===== src/rtl/hazard_fwd_ctrl.sv =====
// Hazard and forwarding control for a 5-stage pipeline: EX operand mux selects,
// load-use / branch / multi-cycle stall and flush strobes, and a private copy of
// the EX/MEM/WB destination tags.
module hazard_fwd_ctrl #(
  parameter int unsigned REG_BITS = 5,
  parameter int unsigned MDU_LAT  = 4
) (
  input  logic                clk,
  input  logic                rst_n,
  input  logic                id_valid,
  input  logic [REG_BITS-1:0] id_rs1,
  input  logic [REG_BITS-1:0] id_rs2,
  input  logic [REG_BITS-1:0] id_rd,
  input  logic                id_reg_write,
  input  logic                id_mem_read,
  input  logic                id_mdu,
  input  logic                ex_branch_taken,
  output logic [1:0]          fwd_a_sel,
  output logic [1:0]          fwd_b_sel,
  output logic                stall_f,
  output logic                stall_d,
  output logic                flush_d,
  output logic                flush_e,
  output logic                mdu_busy
);

  localparam int unsigned CNT_W = 4;

  typedef struct packed {
    logic                valid;
    logic [REG_BITS-1:0] rs1;
    logic [REG_BITS-1:0] rs2;
    logic [REG_BITS-1:0] rd;
    logic                reg_write;
    logic                mem_read;
    logic                mdu;
  } tag_t;

  tag_t             id_tag;
  tag_t             ex_q;
  tag_t             mem_q;
  tag_t             wb_q;
  logic [CNT_W-1:0] cnt_q;
  logic             run_q;

  logic busy;
  logic branch;
  logic load_use;
  logic mem_fwd_ok;
  logic wb_fwd_ok;

  // Not every tag field feeds a decision in every stage; keep them for visibility.
  logic unused_tag_bits;
  assign unused_tag_bits = ^{ex_q, mem_q, wb_q};

  // Capture the ID-stage instruction as a tag; invalid slots are fully cleared.
  always_comb begin
    id_tag = '0;
    if (id_valid) begin
      id_tag.valid     = 1'b1;
      id_tag.rs1       = id_rs1;
      id_tag.rs2       = id_rs2;
      id_tag.rd        = id_rd;
      id_tag.reg_write = id_reg_write;
      id_tag.mem_read  = id_mem_read;
      id_tag.mdu       = id_mdu;
    end
  end

  // Hazard detection; run_q keeps every strobe quiet in the first cycle out of reset.
  always_comb begin
    busy     = (cnt_q != '0);
    branch   = run_q & ex_branch_taken & ~busy;
    load_use = run_q & ~busy & ex_q.valid & ex_q.mem_read & (ex_q.rd != '0) &
               id_valid & ((ex_q.rd == id_rs1) | (ex_q.rd == id_rs2));
  end

  // Operand forwarding from the registered MEM/WB tags; MEM is newer so it wins.
  always_comb begin
    fwd_a_sel  = 2'b00;
    fwd_b_sel  = 2'b00;
    mem_fwd_ok = run_q & mem_q.valid & mem_q.reg_write & (mem_q.rd != '0) & ~mem_q.mem_read;
    wb_fwd_ok  = run_q & wb_q.valid & wb_q.reg_write & (wb_q.rd != '0);
    if (mem_fwd_ok && (mem_q.rd == ex_q.rs1)) begin
      fwd_a_sel = 2'b10;
    end else if (wb_fwd_ok && (wb_q.rd == ex_q.rs1)) begin
      fwd_a_sel = 2'b01;
    end
    if (mem_fwd_ok && (mem_q.rd == ex_q.rs2)) begin
      fwd_b_sel = 2'b10;
    end else if (wb_fwd_ok && (wb_q.rd == ex_q.rs2)) begin
      fwd_b_sel = 2'b01;
    end
  end

  // Stall/flush strobes; a taken branch overrides a load-use stall.
  always_comb begin
    mdu_busy = busy;
    stall_f  = busy | (load_use & ~branch);
    stall_d  = busy | (load_use & ~branch);
    flush_d  = branch;
    flush_e  = branch | load_use;
  end

  // Tag pipeline and multi-cycle countdown.
  always_ff @(posedge clk or negedge rst_n) begin
    if (!rst_n) begin
      run_q <= 1'b0;
      ex_q  <= '0;
      mem_q <= '0;
      wb_q  <= '0;
      cnt_q <= '0;
    end else begin
      run_q <= 1'b1;
      wb_q  <= mem_q;
      if (busy) begin
        mem_q <= '0;
        cnt_q <= cnt_q - CNT_W'(1);
      end else begin
        mem_q <= ex_q;
        if (branch || load_use) begin
          ex_q  <= '0;
          cnt_q <= '0;
        end else begin
          ex_q  <= id_tag;
          cnt_q <= id_tag.mdu ? CNT_W'(MDU_LAT - 1) : '0;
        end
      end
    end
  end

endmodule


===== config.mk =====
export PLATFORM = sky130hd
export DESIGN_NAME = hazard_fwd_ctrl
export DESIGN_NICKNAME = d
export VERILOG_FILES = /design/src/rtl/hazard_fwd_ctrl.sv
export SDC_FILE = /design/constraint.sdc
export NUM_CORES = 1
export LEC_CHECK = 0
export CORE_MARGIN = 5
export CORE_UTILIZATION = 56
export DETAILED_ROUTE_END_ITERATION = 8
export PLACE_DENSITY = 0.91
export SLEW_MARGIN = 20
export SYNTH_ARGS = -nofsm -noshare
export SYNTH_HDL_FRONTEND = slang
export SYNTH_SLANG_ARGS = --single-unit

===== constraint.sdc =====
create_clock -name clk -period 4.37 [get_ports clk]
set_clock_uncertainty 0.15 [all_clocks]
set_input_delay 0.874 -clock clk [delete_from_list [all_inputs] [get_ports clk]]
set_output_delay 0.874 -clock clk [all_outputs]
set_load 0.005 [all_outputs]

==> After elaboration in Yosys (flattened, before gate mapping) <==
Index checks and enable logic that the tools add are counted.
{ "totals": {"romBits": 0, "reg_bits": 39, "inputBits": 22, "output_inout_bits": 9, "n_memories": 0, "mem_bits_rw": 0, "latch_bits": 0, "word_cells": 64} }
{ "classes": {"mul": 0, "bitwise_logic": 22, "shift": 0, "eq_ne": 6, "n_lt_le_gt_ge": 0, "n_addsub": 1, "n_div": 0, "muxes": 10, "n_reduce_logical": 9} }
{ "op_table": {"columns": ["op", "count"], "rows": [
  ["19-bit 2-to-1 mux", 3],
  ["5-bit == test", 6],
  ["1-bit AND", 16],
  ["5-bit nonzero test", 3],
  ["2-bit 2-to-1 mux", 4],
  ["1-bit logical AND", 4],
  ["4-bit 2-to-1 mux", 1],
  ["4-bit nonzero test", 1],
  ["4-bit by 1-bit subtractor with 4-bit output (second input constant)", 1],
  ["1-bit inverter", 3],
  ["1-bit bitwise OR", 3],
  ["1-bit 2-to-1 mux", 2],
  ["1-bit logical OR", 1]
]} }

==> Logic depth before layout (Yosys ltp) <==
Gate-level depths: netlist of run 1.
{ "logic_depth": {"word_depth": 11, "ltp_mapped": 8, "mapped_depth_nobuf": 6} }

==> Worst setup path before layout of run 1 <==
No wires, ideal clock.
{ "synth_path": {"path_type": "input -> output", "start": "in id_rs1[4]", "end": "out flush_e", "t_required_ns": 3.346, "path_stages": 5, "arrival_time_ns": 1.698, "path_buffers": 1, "slack_ns": 1.648, "cell_sequence": "xnor2_1 nand3_1 o22ai_1 buf_2 a21o_1"} }
{ "synth_via": {"elab_chain_cells": 4} }
{ "synth_lines": {"columns": ["element", "line_no", "text"], "rows": [
  ["start: declaration", "11", "input logic [REG_BITS-1:0] id_rs1,"],
  ["5-bit == test", "75", "id_valid & ((ex_q.rd == id_rs1) | (ex_q.rd == id_rs2));"],
  ["1-bit bitwise OR", "75", null],
  ["1-bit AND", "75", null],
  ["1-bit bitwise OR", "102", "flush_e = branch | load_use;"],
  ["end: declaration", "23", "output logic flush_e,"]
]} }
No other way between the ends.

==> Final worst setup path of run 1 <==
{ "layout_path": {"start": "in id_valid", "end": "out flush_e"} }
{ "layout_via": {"elab_chain_cells": 3} }
{ "layout_lines": {"columns": ["element", "line_no", "text"], "rows": [
  ["start: declaration", "10", "input logic id_valid,"],
  ["1-bit AND", "74", "load_use = run_q & ~busy & ex_q.valid & ex_q.mem_read & (ex_q.rd != '0) &"],
  ["1-bit AND", "75", null],
  ["1-bit bitwise OR", "102", null]
]} }
No other way between the ends.

==> reports/qor.yml, run 1 <==
outcome: "completed"
r2r_start: "cnt_q[0]$_DFF_PN0_"
synth_area_leaders: "dfrtp_1 49%, xnor2_1 9.0%, a32oi_1 5.9%"
cp-start-kind: "input port"
via_count: 1489
total_leakage_power_nw: 0.997
setup_tns_ps: 0
final_common_cell: "dfrtp_1"
ys_seq_area_share_pct: 49.0
r2r-end: "ex_q[3]$_DFFE_PN0N_"
crit_type: "in -> out"
antenna_found_initial: 0
max_stage_delay_ps: 490
cts_buffer_depth: 2
dieArea_um2: 4740
fillCellCount: 276
powerDensity_nw_per_um2: 551
cp.required_ps: 3350
cap_violations: 0
critPathCaptureType: "output port"
grt.overflow.total: 0
htreeDepth: 2
yosys.area.top_type: "dfrtp_1"
drc: 0
die_y_um: 68.9
antenna_cells: 0
hold_buffers: 0
rsz0062_at_grt: "false"
reg2reg_slack_ps: 2210
multi_input_area_um2: 917
seqCellArea_um2: 951
grt_pass1_wl_um: 6730
start_util_pct: 58.1
synthArstFlopShare_pct: 100
fin_crit_sh_pct: 83.8
synth_seq_cells: 38
cts_sinks: 38
cts_inserted_buffers: 5
dp_hpwl_um: 2900
cts_tree: "built"
min_from: "mem_q[2]$_DFF_PN0_"
cts-resized-gates: 0
worstRegToRegCells: 7
grt_max_degree: 39
yosysWarnings: 0
setup_viol: 0
drive_above_1_share_pct: 11.8
worst_pin_slew_ps: 818
max_slew_margin_pct: 45.5
clock_latency_ps: 340
cts_root_buf: "clkbuf_4"
synth.top_cell.area_share_pct: 49.0
hold_depth: 0
synth.avg_cell_area_um2: 10.6
synth_flop_cell: "dfrtp_1"
crit_top_cell: "clkdlybuf4s50_1"
critPathSlowestCell: "clkdlybuf4s50_1"
worstPathMaxFanout: 17
crit_path_cell_trace: "clkdlybuf4s50_1 > and4_1 > o21ai_4 > nor2_2 > a21o_1 > clkdlybuf4s50_1"
io_buffers: 30
holdCritPathClass: "reg -> reg"
gp_congestion: 0.783
final_cell_mix: "38 x dfrtp_1, 29 x clkdlybuf4s50_1, 20 x xnor2_1, 17 x nand2_1, 13 x a32oi_1"
arrival_ps: 2640
drt_iter0_drc: 57
syn-num-nets: 206
core_area_um2: 3340
maxSlewViolCount: 0
drt-vias-per-instance: 5.77
syn_inst: 183
ir_drop_uv: 441
synth_cell_types: 37
hold_end: "wb_q[2]$_DFF_PN0_"
grt_pass1_vias: 1415
grt_use_total_pct: 19.8
boundaryPins: 31
wl_per_cell_um: 15.6
clkSlewWorstSetupHoldPaths_ps: 100
finalHoldViolations: 0
layout.nets: 234
min_period_ps: 3660
dieWidth_um: 68.9
timing.fmax_ghz: 0.273
drtAntennaViolNets: 0
synth_edf_count: 0
netlist_area_um2: 1940
routed_wl_um: 4020
fp-row-count: 21
drt-pass1-iter-count: 4
area_growth_pct: 19.4
cts_setup_buffers: 0
timing.hold.ws_ps: 230
## registers in the layout, indices dropped and copies added (netlist names)
signal and count:
cnt_q 4, mem_q 8, run_q 1, wb_q 7, ex_q 18
## worst max-delay path: cells and delay by family
| kind | cells | cell delay (ps) |
|---|---|---|
| simple gates | 2 | 490 |
| buf+inv | 2 | 950 |
| compound gates | 2 | 330 |
## how the worst max path moves through the flow
stage              end  slack [ps]  depth (start not counted)      start
6_report       flush_e         710                          6   id_valid
5_1_grt        flush_e         580                          6   id_valid
4_1_cts        flush_e         710                          6   id_valid
3_5_place_dp   flush_e         710                          6   id_valid
3_3_place_gp   flush_e         760                          6   id_valid
2_1_floorplan  flush_e        1650                          5  id_rs1[4]
## per-layer routing
metal | routed length [µm] | vias to the layer above | track usage (%)
met1 | 1800 | 734 | 26.4
met3 | 190 | 6 | 5.67
met2 | 1980 | 37 | 30.4
li1 | - | 712 | -
met4 | 47 | 0 | 8.27
met5 | 0 | - | 0
## Yosys cell counts, types with 2 or more instances
library cell   n
a21o_1         2
inv_1          4
and2_1         8
nand3_1        6
nor3_1         5
nand2_1       17
xnor2_1       20
a21oi_1        5
nor4_1         2
dfrtp_1       38
a22oi_1        6
o21ai_2        8
nor2_1         2
xor2_1        10
clkbuf_1       3
buf_2          6
o21ai_1        8
or4_1          2
a32oi_1       13
## report_power, final
part / leakage [nW] / internal (mW) / switching [mW]
combinational: 0.462 / 0.265 / 0.246
clock: 0.0353 / 0.0779 / 0.107
sequential: 0.499 / 0.460 / 0.119
total: 0.997 / 0.803 / 0.472
## kinds of logic after synthesis
| family | Yosys count | synth area share (%) |
|---|---|---|
| and+or+nand+nor | 49 | 13.7 |
| AOI/OAI and AO/OA | 47 | 18.3 |
| DFF | 38 | 49.0 |
| xor gates and xnor gates | 30 | 13.5 |
| buffers and inverters | 16 | 4.06 |
| adders and majority gates | 1 | 0.645 |
| other | 1 | 0.193 |
| muxes | 1 | 0.516 |
## cell type report
type                    instances  share of cell area [%]
inverters                       5                   0.811
clock inverters                 1                   0.216
repair buffers                 32                    13.4
multi-input cells             129                    39.6
clock buffers                   7                    2.38
well taps                      46                    2.49
flip-flops and latches         38                    41.1
## stage by stage
| stage | cells | utilization, % | instance area, µm² | setup WS, ps | total power [mW] |
|---|---|---|---|---|---|
| 2_1_floorplan | 183 | - | 1940 | 1650 | 0.953 |
| 3_3_place_gp | 250 | 67.5 | 2250 | 757 | 1.08 |
| 3_5_place_dp | 250 | 67.5 | 2250 | 707 | 1.10 |
| 4_1_cts | 258 | 69.3 | 2310 | 708 | 1.29 |
| 5_1_grt | 258 | 69.4 | 2310 | 576 | 1.37 |
| 6_report | 258 | 69.4 | 2310 | 709 | 1.27 |
Power figures use the tool's default switching activity.
==> run 2, diff against run 1 <==
--- a/config.mk
+++ b/config.mk
@@ -6,9 +6,9 @@
 export NUM_CORES = 1
 export LEC_CHECK = 0
 export CORE_MARGIN = 5
-export CORE_UTILIZATION = 56
+export CORE_UTILIZATION = 48
 export DETAILED_ROUTE_END_ITERATION = 8
-export PLACE_DENSITY = 0.91
+export PLACE_DENSITY = 0.84
 export SLEW_MARGIN = 20
 export SYNTH_ARGS = -nofsm -noshare
 export SYNTH_HDL_FRONTEND = slang
==> constraint.sdc (replaced) <==
create_clock -name clk -period 3.2 [get_ports clk]
set_clock_uncertainty 0.15 [all_clocks]
set_input_delay 0.64 -clock clk [delete_from_list [all_inputs] [get_ports clk]]
set_output_delay 0.64 -clock clk [all_outputs]
set_load 0.005 [all_outputs]
==> run 2 against run 1 <==
Effect of this change:
- final area is 5.2% higher
- clock-buffer cell count is 2 lower
- power is 50% higher
- flip-flop and latch count stayed put
- combinational power is 42% higher
- clock power is 110% higher
- critical endpoint is now stall_d
- largest cell class unchanged
==> reports/qor.yml, run 2 (synthesis results as in run 1) <==
outcome: "completed"
setup_viol: 0
routed_wl_um: 4200
crit_path_cell_trace: "clkdlybuf4s50_1 > xnor2_1 > nand2_1 > o22ai_2 > a31o_1 > clkdlybuf4s50_1"
drive_above_1_share_pct: 14.6
cp-start-kind: "input port"
drt-pass1-iter-count: 4
rsz0062_at_grt: "false"
arrival_ps: 2310
min_period_ps: 3100
layout.nets: 241
boundaryPins: 31
crit_top_cell: "clkdlybuf4s50_1"
die_y_um: 73.6
holdCritPathClass: "reg -> reg"
antenna_found_initial: 0
fp-row-count: 23
wl_per_cell_um: 15.6
setup_slack_ps: 96.8
cts_inserted_buffers: 5
grt.overflow.total: 0
reg2reg_slack_ps: 700
clock_latency_ps: 290
reg.largest.list: "ex_q (18), mem_q (8), wb_q (7)"
total_leakage_power_nw: 1.11
cts_buffer_depth: 2
worst_pin_slew_ps: 815
via_count: 1497
maxSlewViolCount: 0
grt_pass1_wl_um: 7110
finalHoldViolations: 0
final_cell_mix: "38 x dfrtp_1, 23 x clkdlybuf4s50_1, 20 x xnor2_1, 17 x nand2_1, 13 x a32oi_1"
drc: 0
max_stage_delay_ps: 520
dieArea_um2: 5410
final_common_cell: "dfrtp_1"
antenna_cells: 0
area_growth_pct: 25.5
io_buffers: 30
cap_violations: 0
top_register: "ex_q"
fin_crit_sh_pct: 97.0
core_area_um2: 3970
cts_root_buf: "clkbuf_8"
critPathCaptureType: "output port"
critPathSlowestCell: "clkdlybuf4s50_1"
cp.required_ps: 2410
pre_cts_ws_ps: 4.18
dp_hpwl_um: 3040
powerDensity_nw_per_um2: 785
ir_drop_uv: 502
start_util_pct: 48.8
grt_pass1_vias: 1530
drtAntennaViolNets: 0
timing.fmax_ghz: 0.322
setup_tns_ps: 0
htreeDepth: 2
grt_use_total_pct: 17.3
max_slew_margin_pct: 45.7
drt-vias-per-instance: 5.57
largest_register_ffs: 18
gp_congestion: 0.796
dieWidth_um: 73.6
crit_type: "in -> out"
grt_max_degree: 39
cts_tree: "built"
worstPathMaxFanout: 4
drt_iter0_drc: 40
cts_sinks: 38
clkSlewWorstSetupHoldPaths_ps: 70
run 2: cell count changes in the layout (fill, tap and decap cells not counted):
cell / delta
and3_1: +1
and3_2: -1
clkinv_2: +1
dlymetal6s2s_1: +6
buf_4: +7
clkdlybuf4s50_1: -6
clkbuf_1: -1
clkbuf_8: +4
clkbuf_4: -5
bufinv_16: +1
run 2: final cells by class:
class,instances,area [µm²]
clock buffers,5,68.8
clock inverters,3,40.0
fillers,339,1540
inverters,5,18.8
multi-input cells,129,916
flip-flops and latches,38,951
well taps,50,62.6
repair buffers,39,378
run 2: stage by stage:
step                      instance area [µm²]  hold slack, ps  utilization, %  std cells  power (mW)
final                                    2430             233            61.3        269        1.91
after floorplan                          1940             194               -        183        1.30
after global placement                   2300             204            58.0        260        1.50
after CTS                                2410             235            60.7        268        1.93
after detailed placement                 2300             220            58.0        260        1.53
after global routing                     2430             254            61.3        269        2.04
run 2: power breakdown:
group	switching, mW	internal (mW)
Combinational	0.346	0.380
Sequential	0.161	0.629
Clock	0.168	0.229
Total	0.674	1.24
run 2: path summary, 6_finish.rpt:
| check | from | end | cells past startpoint |
|---|---|---|---|
| min in group asynchronous | rst_n | ex_q[11]$_DFFE_PN0N_ | 1 |
| max reg2reg | cnt_q[0]$_DFF_PN0_ | cnt_q[1]$_DFF_PN0_ | 8 |
| max in group asynchronous | rst_n | cnt_q[3]$_DFF_PN0_ | 1 |
| min | mem_q[2]$_DFF_PN0_ | wb_q[2]$_DFF_PN0_ | 0 |
| max | id_rs1[3] | stall_d | 6 |
| min reg2reg | mem_q[2]$_DFF_PN0_ | wb_q[2]$_DFF_PN0_ | 0 |
run 2: repair_timing:
action	4_1_cts	5_1_grt
endpoints found under the hold margin	0	0
endpoints found under the setup margin	0	3
resized for setup	0	6
buffers inserted	0	1
hold buffers	0	0
run 2: per-layer routing:
| metal | wire, µm | up-vias | global-route usage [%] |
|---|---|---|---|
| met5 | 0 | - | 0 |
| met4 | 61 | 0 | 5.43 |
| met3 | 231 | 8 | 3.83 |
| met2 | 2170 | 43 | 29.0 |
| met1 | 1730 | 724 | 22.2 |
| li1 | - | 722 | - |
run 2: worst max-delay path: cells and delay by family:
| family | cells | cell delay, ps |
|---|---|---|
| xor+xnor | 1 | 130 |
| compound gates | 2 | 440 |
| simple gates | 1 | 90 |
| buf+inv | 2 | 1020 |
